**config.mk**
```make
export PLATFORM = sky130hd
export DESIGN_NAME = flappy_game_ctrl
export DESIGN_NICKNAME = d
export VERILOG_FILES = /design/src/rtl/flappy_game_ctrl.sv
export SDC_FILE = /design/constraint.sdc
export NUM_CORES = 1
export LEC_CHECK = 0
export CORE_ASPECT_RATIO = 1.25
export CORE_MARGIN = 2
export CORE_UTILIZATION = 55
export DETAILED_ROUTE_END_ITERATION = 6
export GPL_ROUTABILITY_DRIVEN = 0
export PLACE_DENSITY = 0.81
export RECOVER_POWER = 50
export SLEW_MARGIN = 0
export SYNTH_ARGS = -nofsm -noshare
export SYNTH_HDL_FRONTEND = slang
export SYNTH_SLANG_ARGS = --single-unit
```
**constraint.sdc**
```tcl
create_clock -name clk -period 10.4 [get_ports clk]
set_input_delay 3.12 -clock clk [delete_from_list [all_inputs] [get_ports clk]]
set_output_delay 3.12 -clock clk [all_outputs]
set_load 0.05 [all_outputs]
```
**src/rtl/flappy_game_ctrl.sv**
```systemverilog
// flappy_game_ctrl
// Game-state engine feeding the LED display block. Physics advance only on
// the one-cycle game-rate enable (tick); the flap button edge is detected
// here on clk.
//
// Ports:
//   clk        system clock
//   reset_n    asynchronous active-low reset
//   tick       game-rate enable, one clk wide
//   flap       player button level, already synchronized to clk
//   BirdY      bird row (0 = top)
//   PipeX      pipe column
//   GapY       first row of the pipe gap
//   GameState  00 IDLE, 01 PLAY, 11 GAME_OVER (10 never driven)
//   BlinkOn    bird visibility enable
//   Score      pipes cleared, saturating at 255
//
// state     | meaning
// ----------+----------------------------------------------------------
// ST_IDLE   | waiting for a flap to start; positions parked at reset values
// ST_PLAY   | game running; gravity, flap and pipe scroll on each tick
// ST_OVER   | collision seen; positions frozen, bird blinks until a flap
// ST_BAD    | unreachable encoding; recovers to ST_IDLE on the next clk

module flappy_game_ctrl #(
  parameter int unsigned BIRD_X      = 12,
  parameter int unsigned GAP_SIZE    = 4,
  parameter int unsigned PIPE_DIV    = 2,
  parameter int unsigned FLAP_UP     = 2,
  parameter int unsigned BLINK_TICKS = 4,
  parameter logic [7:0]  LFSR_SEED   = 8'hA5
) (
  input  logic       clk,
  input  logic       reset_n,
  input  logic       tick,
  input  logic       flap,
  output logic [3:0] BirdY,
  output logic [3:0] PipeX,
  output logic [3:0] GapY,
  output logic [1:0] GameState,
  output logic       BlinkOn,
  output logic [7:0] Score
);

  typedef enum logic [1:0] {
    ST_IDLE = 2'b00,
    ST_PLAY = 2'b01,
    ST_BAD  = 2'b10,
    ST_OVER = 2'b11
  } state_t;

  localparam logic [3:0] BIRD_HOME  = 4'd8;
  localparam logic [3:0] GAP_HOME   = 4'd6;
  localparam logic [3:0] BIRD_X4    = 4'(BIRD_X);
  localparam logic [3:0] FLAP_UP4   = 4'(FLAP_UP);
  localparam logic [4:0] GAP5       = 5'(GAP_SIZE);
  localparam logic [4:0] GAP_LIMIT  = 5'(16 - GAP_SIZE);
  localparam logic [7:0] PIPE_LAST  = 8'(PIPE_DIV - 1);
  localparam logic [7:0] BLINK_LAST = 8'(BLINK_TICKS - 1);

  state_t     state_q, state_d;
  logic [3:0] birdy_q, birdy_d;
  logic [3:0] pipex_q, pipex_d;
  logic [3:0] gapy_q, gapy_d;
  logic       blink_on_q, blink_on_d;
  logic [7:0] score_q, score_d;
  logic [7:0] lfsr_q, lfsr_d;
  logic [7:0] pipe_cnt_q, pipe_cnt_d;
  logic [7:0] blink_cnt_q, blink_cnt_d;
  logic       flap_pending_q, flap_pending_d;
  logic       flap_q, flap_q_d;

  logic       flap_rise;
  logic       lfsr_fb;
  logic [3:0] new_gap;
  logic       flap_now;
  logic       ground_hit;
  logic       pipe_step;
  logic       hit;
  logic [4:0] gap_end;

  assign flap_rise = flap & ~flap_q;

  // Fibonacci LFSR, taps 8,6,5,4 (bits 7,5,4,3), shifting left.
  assign lfsr_fb = lfsr_q[7] ^ lfsr_q[5] ^ lfsr_q[4] ^ lfsr_q[3];

  // Fold the top of the nibble back so the whole gap stays on screen.
  always_comb begin
    new_gap = lfsr_q[3:0];
    if ({1'b0, lfsr_q[3:0]} > GAP_LIMIT) new_gap = lfsr_q[3:0] - GAP5[3:0];
  end

  always_comb begin
    state_d        = state_q;
    birdy_d        = birdy_q;
    pipex_d        = pipex_q;
    gapy_d         = gapy_q;
    blink_on_d     = blink_on_q;
    score_d        = score_q;
    pipe_cnt_d     = pipe_cnt_q;
    blink_cnt_d    = blink_cnt_q;
    flap_pending_d = flap_pending_q;
    flap_q_d       = flap;
    lfsr_d         = {lfsr_q[6:0], lfsr_fb};
    flap_now       = 1'b0;
    ground_hit     = 1'b0;
    pipe_step      = 1'b0;
    hit            = 1'b0;
    gap_end        = 5'd0;

    case (state_q)
      ST_IDLE: begin
        birdy_d        = BIRD_HOME;
        pipex_d        = 4'd0;
        blink_on_d     = 1'b1;
        flap_pending_d = 1'b0;
        if (flap_rise) begin
          state_d     = ST_PLAY;
          score_d     = 8'd0;
          gapy_d      = new_gap;
          pipe_cnt_d  = 8'd0;
          blink_cnt_d = 8'd0;
        end
      end

      ST_PLAY: begin
        blink_on_d = 1'b1;
        if (tick) begin
          // A rise landing on the tick cycle counts for this tick.
          flap_now = flap_pending_q | flap_rise;
          if (flap_now) begin
            birdy_d = (birdy_q >= FLAP_UP4) ? (birdy_q - FLAP_UP4) : 4'd0;
          end else if (birdy_q == 4'd15) begin
            ground_hit = 1'b1;
          end else begin
            birdy_d = birdy_q + 4'd1;
          end

          if (pipe_cnt_q == PIPE_LAST) begin
            pipe_cnt_d = 8'd0;
            pipe_step  = 1'b1;
            pipex_d    = pipex_q + 4'd1;
            if (pipex_q == 4'd15) gapy_d = new_gap;
          end else begin
            pipe_cnt_d = pipe_cnt_q + 8'd1;
          end

          // Collision uses the post-update positions; 5 bits so a gap
          // ending at row 16 does not wrap.
          gap_end = {1'b0, gapy_d} + GAP5;
          hit = ground_hit |
                ((pipex_d == BIRD_X4) &
                 (({1'b0, birdy_d} < {1'b0, gapy_d}) | ({1'b0, birdy_d} >= gap_end)));

          if (pipe_step && (pipex_q == BIRD_X4) && !hit && (score_q != 8'hFF))
            score_d = score_q + 8'd1;

          flap_pending_d = 1'b0;
          if (hit) begin
            state_d     = ST_OVER;
            blink_on_d  = 1'b0;
            blink_cnt_d = 8'd0;
          end
        end else if (flap_rise) begin
          flap_pending_d = 1'b1;
        end
      end

      ST_OVER: begin
        flap_pending_d = 1'b0;
        if (flap_rise) begin
          // Score is deliberately kept for display until the next start.
          state_d     = ST_IDLE;
          birdy_d     = BIRD_HOME;
          pipex_d     = 4'd0;
          gapy_d      = GAP_HOME;
          blink_on_d  = 1'b1;
          pipe_cnt_d  = 8'd0;
          blink_cnt_d = 8'd0;
        end else if (tick) begin
          if (blink_cnt_q == BLINK_LAST) begin
            blink_cnt_d = 8'd0;
            blink_on_d  = ~blink_on_q;
          end else begin
            blink_cnt_d = blink_cnt_q + 8'd1;
          end
        end
      end

      default: begin
        state_d        = ST_IDLE;
        birdy_d        = BIRD_HOME;
        pipex_d        = 4'd0;
        gapy_d         = GAP_HOME;
        blink_on_d     = 1'b1;
        pipe_cnt_d     = 8'd0;
        blink_cnt_d    = 8'd0;
        flap_pending_d = 1'b0;
      end
    endcase
  end

  always_ff @(posedge clk or negedge reset_n) begin
    if (!reset_n) begin
      state_q        <= ST_IDLE;
      birdy_q        <= BIRD_HOME;
      pipex_q        <= 4'd0;
      gapy_q         <= GAP_HOME;
      blink_on_q     <= 1'b1;
      score_q        <= 8'd0;
      lfsr_q         <= LFSR_SEED;
      pipe_cnt_q     <= 8'd0;
      blink_cnt_q    <= 8'd0;
      flap_pending_q <= 1'b0;
      flap_q         <= 1'b0;
    end else begin
      state_q        <= state_d;
      birdy_q        <= birdy_d;
      pipex_q        <= pipex_d;
      gapy_q         <= gapy_d;
      blink_on_q     <= blink_on_d;
      score_q        <= score_d;
      lfsr_q         <= lfsr_d;
      pipe_cnt_q     <= pipe_cnt_d;
      blink_cnt_q    <= blink_cnt_d;
      flap_pending_q <= flap_pending_d;
      flap_q         <= flap_q_d;
    end
  end

  assign BirdY     = birdy_q;
  assign PipeX     = pipex_q;
  assign GapY      = gapy_q;
  assign GameState = state_q;
  assign BlinkOn   = blink_on_q;
  assign Score     = score_q;

endmodule

```
==> impl_metrics.tcl <==
set metrics [dict create \
    outcome "finished, violations left" \
    failed_checks "max-capacitance violations, max-slew violations" \
    max-slew-margin-rel -0.7087 \
    layout_commonest_cell "dfrtp_1" \
    wl_microns 6487 \
    synthAdderAreaFrac 0.08653 \
    cp-start-kind "primary input" \
    cts_made_buffers 5 \
    synth-edff-count 0 \
    port_buffers 26 \
    synth_area_per_cell_sq_um 9.119 \
    layout-drive-gt1-share 0.07584 \
    grt_usage 0.2223 \
    postLayoutCellArea_sq_um 3427 \
    synth_compound_area_frac 0.2143 \
    vias 2514 \
    die_area_sq_um 6135 \
    num_antenna_cells 0 \
    drc 0 \
    rows 30 \
    num-nets-final 380 \
    firstDrtPassIters 4 \
    wire_per_inst_microns 15.45 \
    fmax_mhz 143.5 \
    clock-root-buffer "clkbuf_8" \
    dieWidth_microns 70.46 \
    grt_pass1_vias 2333 \
    hold_path.class "flop to flop" \
    htreeDepth 2 \
    p_leak_nw 1.526 \
    synth_nets 358 \
    seq_area_frac_synth 0.4071 \
    regArea_sq_um 1236 \
    cts_hold_buf 0 \
    start_util 0.5657 \
    core_area_sq_um 5368 \
    synth_xor_xnor_area_share 0.02884 \
    postLayoutCoreUtil 0.6385 \
    grt_max_degree 50 \
    finalHoldViolCount 0 \
    worstPathMaxFanout 12 \
    final_antenna_net_count 0 \
    arrival_ns 7.16 \
    rsz0062_at_grt "false" \
    setup_viol 0 \
    tns_ns 0 \
    ys.flop_type "dfrtp_1" \
    power_density_nw_per_um2 235.8 \
    overflow 0 \
    yosys_warnings 0 \
    cts.repair.resized 0 \
    drt_iter0_drc 180 \
    period_share 0.6701 \
    grt_pass1_wl_microns 11090 \
    synth_top_family_by_area "compound AO/OA/AOI/OAI gates" \
    drv_cap 1 \
    cts_tree "done" \
    clock-sinks 49 \
    insertion_delay_ns 0.30 \
    multiInputGateArea_sq_um 1660 \
    nFillCells 465 \
    hpwl_microns 4543 \
    min_period_ns 6.969 \
    netlist_area_sq_um 3037 \
    ys_ff_latch 49 \
    cts_buffer_depth 2 \
    r2r_start "pipe_cnt_q[5]" \
    path_class "primary input to flop" \
    irDropWorstVdd_mv 0.1199 \
    worstPathRequired_ns 10.59 \
    drv_slew 50 \
    endpoint_kind "flop" \
    viasPerCell 5.986 \
    hp-start "lfsr_q[6]" \
    io_pins 27 \
    mostFrequentLayoutCells "dfrtp_1 (41), nand2_1 (36), nor2_1 (26), o21ai_0 (26), clkdlybuf4s50_1 (24)" \
    areaGrowthSynthToFinish_pct 12.86 \
    fin_skew_ns 0.009791 \
    yosys-mux-area-fraction 0.01401 \
    antenna_found_initial 0 \
    tightest_slew_ns 2.563 \
    clk_pin_slew_ns 0.09 \
    cts_setup_buffers 0 \
    startpoint "flap" \
    post_dp_cell_area_sq_um 3314 \
    syn_inst 333 \
    synthDistinctLibCells 57 \
    synth_simple_gate_area_frac 0.2031 \
    async_reset_ff_frac 1.000 \
    die_y_microns 87.08 \
]
## stage by stage
stage | instances | power (mW) | setup slack, ns | hold slack (ns)
after global placement | 412 | 0.6548 | 3.478 | 0.3355
after detailed placement | 412 | 0.6638 | 3.368 | 0.3459
after global routing | 420 | 0.8684 | 3.215 | 0.3681
final | 420 | 0.8082 | 3.431 | 0.3562
after CTS | 420 | 0.8121 | 3.687 | 0.3609
after floorplan | 333 | 0.5568 | 4.587 | 0.3330
## critical path, stage by stage
cell           delay (ns)
dlygate4sd3_1        0.57
nand2b_1             0.26
nand2b_1             0.23
a21oi_1              0.17
a21oi_1              0.05
a21oi_1              0.28
ha_1                 0.28
nand2b_1             0.14
a2111oi_0            0.46
o2bb2ai_1            0.11
a21oi_1              0.73
nand3_2              0.22
a21boi_2             0.27
a22o_1               0.27
## cell usage after synthesis, types with 2 or more instances
cell | n | area [sq um]
nor2b_1 | 6 | 37.54
ha_1 | 21 | 262.8
xnor2_1 | 8 | 70.07
o22a_1 | 2 | 17.52
o21ai_1 | 12 | 60.06
inv_1 | 17 | 63.81
o21ai_0 | 26 | 130.1
o2bb2ai_1 | 2 | 17.52
a21o_1 | 2 | 15.01
nand3_1 | 6 | 30.03
xor2_1 | 2 | 17.52
o31ai_2 | 2 | 25.02
dfstp_2 | 8 | 210.2
buf_2 | 2 | 10.01
a21oi_1 | 16 | 80.08
nor4_1 | 2 | 12.51
nand2_1 | 36 | 135.1
and2_1 | 2 | 12.51
a22o_1 | 9 | 78.83
clkbuf_1 | 8 | 30.03
mux2i_1 | 2 | 20.02
dfrtp_1 | 41 | 1026
a31o_2 | 2 | 17.52
o22ai_1 | 5 | 31.28
o31ai_1 | 2 | 15.01
a31oi_1 | 3 | 18.77
or3_1 | 3 | 18.77
a22oi_1 | 2 | 15.01
o21a_1 | 2 | 15.01
nand2b_1 | 8 | 50.05
nor3_1 | 5 | 25.02
nor2_1 | 26 | 97.59
and3_1 | 10 | 62.56
mux2_2 | 2 | 22.52
nand4_1 | 9 | 56.30
## worst paths after layout
check                             to  slack, ns  cells after the start
setup / recovery            Score[3]       3.43                     14
hold / removal             lfsr_q[7]       0.36                      0
setup reg to reg            Score[3]       5.86                     14
hold reg to reg            lfsr_q[7]       0.36                      0
max in group asynchronous   Score[3]       5.24                      2
min in group asynchronous   PipeX[1]       3.70                      2
## logic make-up after synthesis
group / after synthesis
AND/OR/NAND/NOR: 120
buffers and inverters: 31
XOR/XNOR: 10
multiplexers: 4
adder cells (fa/ha/maj): 21
AO/OA/AOI/OAI: 98
flip-flops: 49
## where the power goes
part           leakage, nW  switching [mW]  internal (mW)
Clock               0.0574          0.0638         0.0782
Sequential           0.646          0.0374          0.222
Combinational        0.823           0.268          0.139
Total                 1.53           0.370          0.439
## sequential cells by signal, indices dropped and copies added (netlist names)
signal          cells
BirdY               4
BlinkOn             1
GameState           2
GapY                4
PipeX               4
Score               8
blink_cnt_q         8
flap_pending_q      1
flap_q              1
lfsr_q              8
pipe_cnt_q          8
## layout make-up
class | instances | area share
clock buffer | 6 | 0.02410
clock inverter | 2 | 0.01095
inverter | 18 | 0.01972
multi-input combinational | 253 | 0.4845
sequential | 49 | 0.3607
tap | 64 | 0.02337
timing repair buffer | 28 | 0.07667
## layer usage
layer | track usage | wire (microns) | vias to the layer above
li1 | - | - | 1247
met1 | 0.2960 | 2999 | 1210
met2 | 0.3774 | 3192 | 53
met3 | 0.03356 | 236 | 4
met4 | 0.06469 | 59 | 0
met5 | 0 | 0 | -
Note: power is estimated with default switching activity, not from simulation.
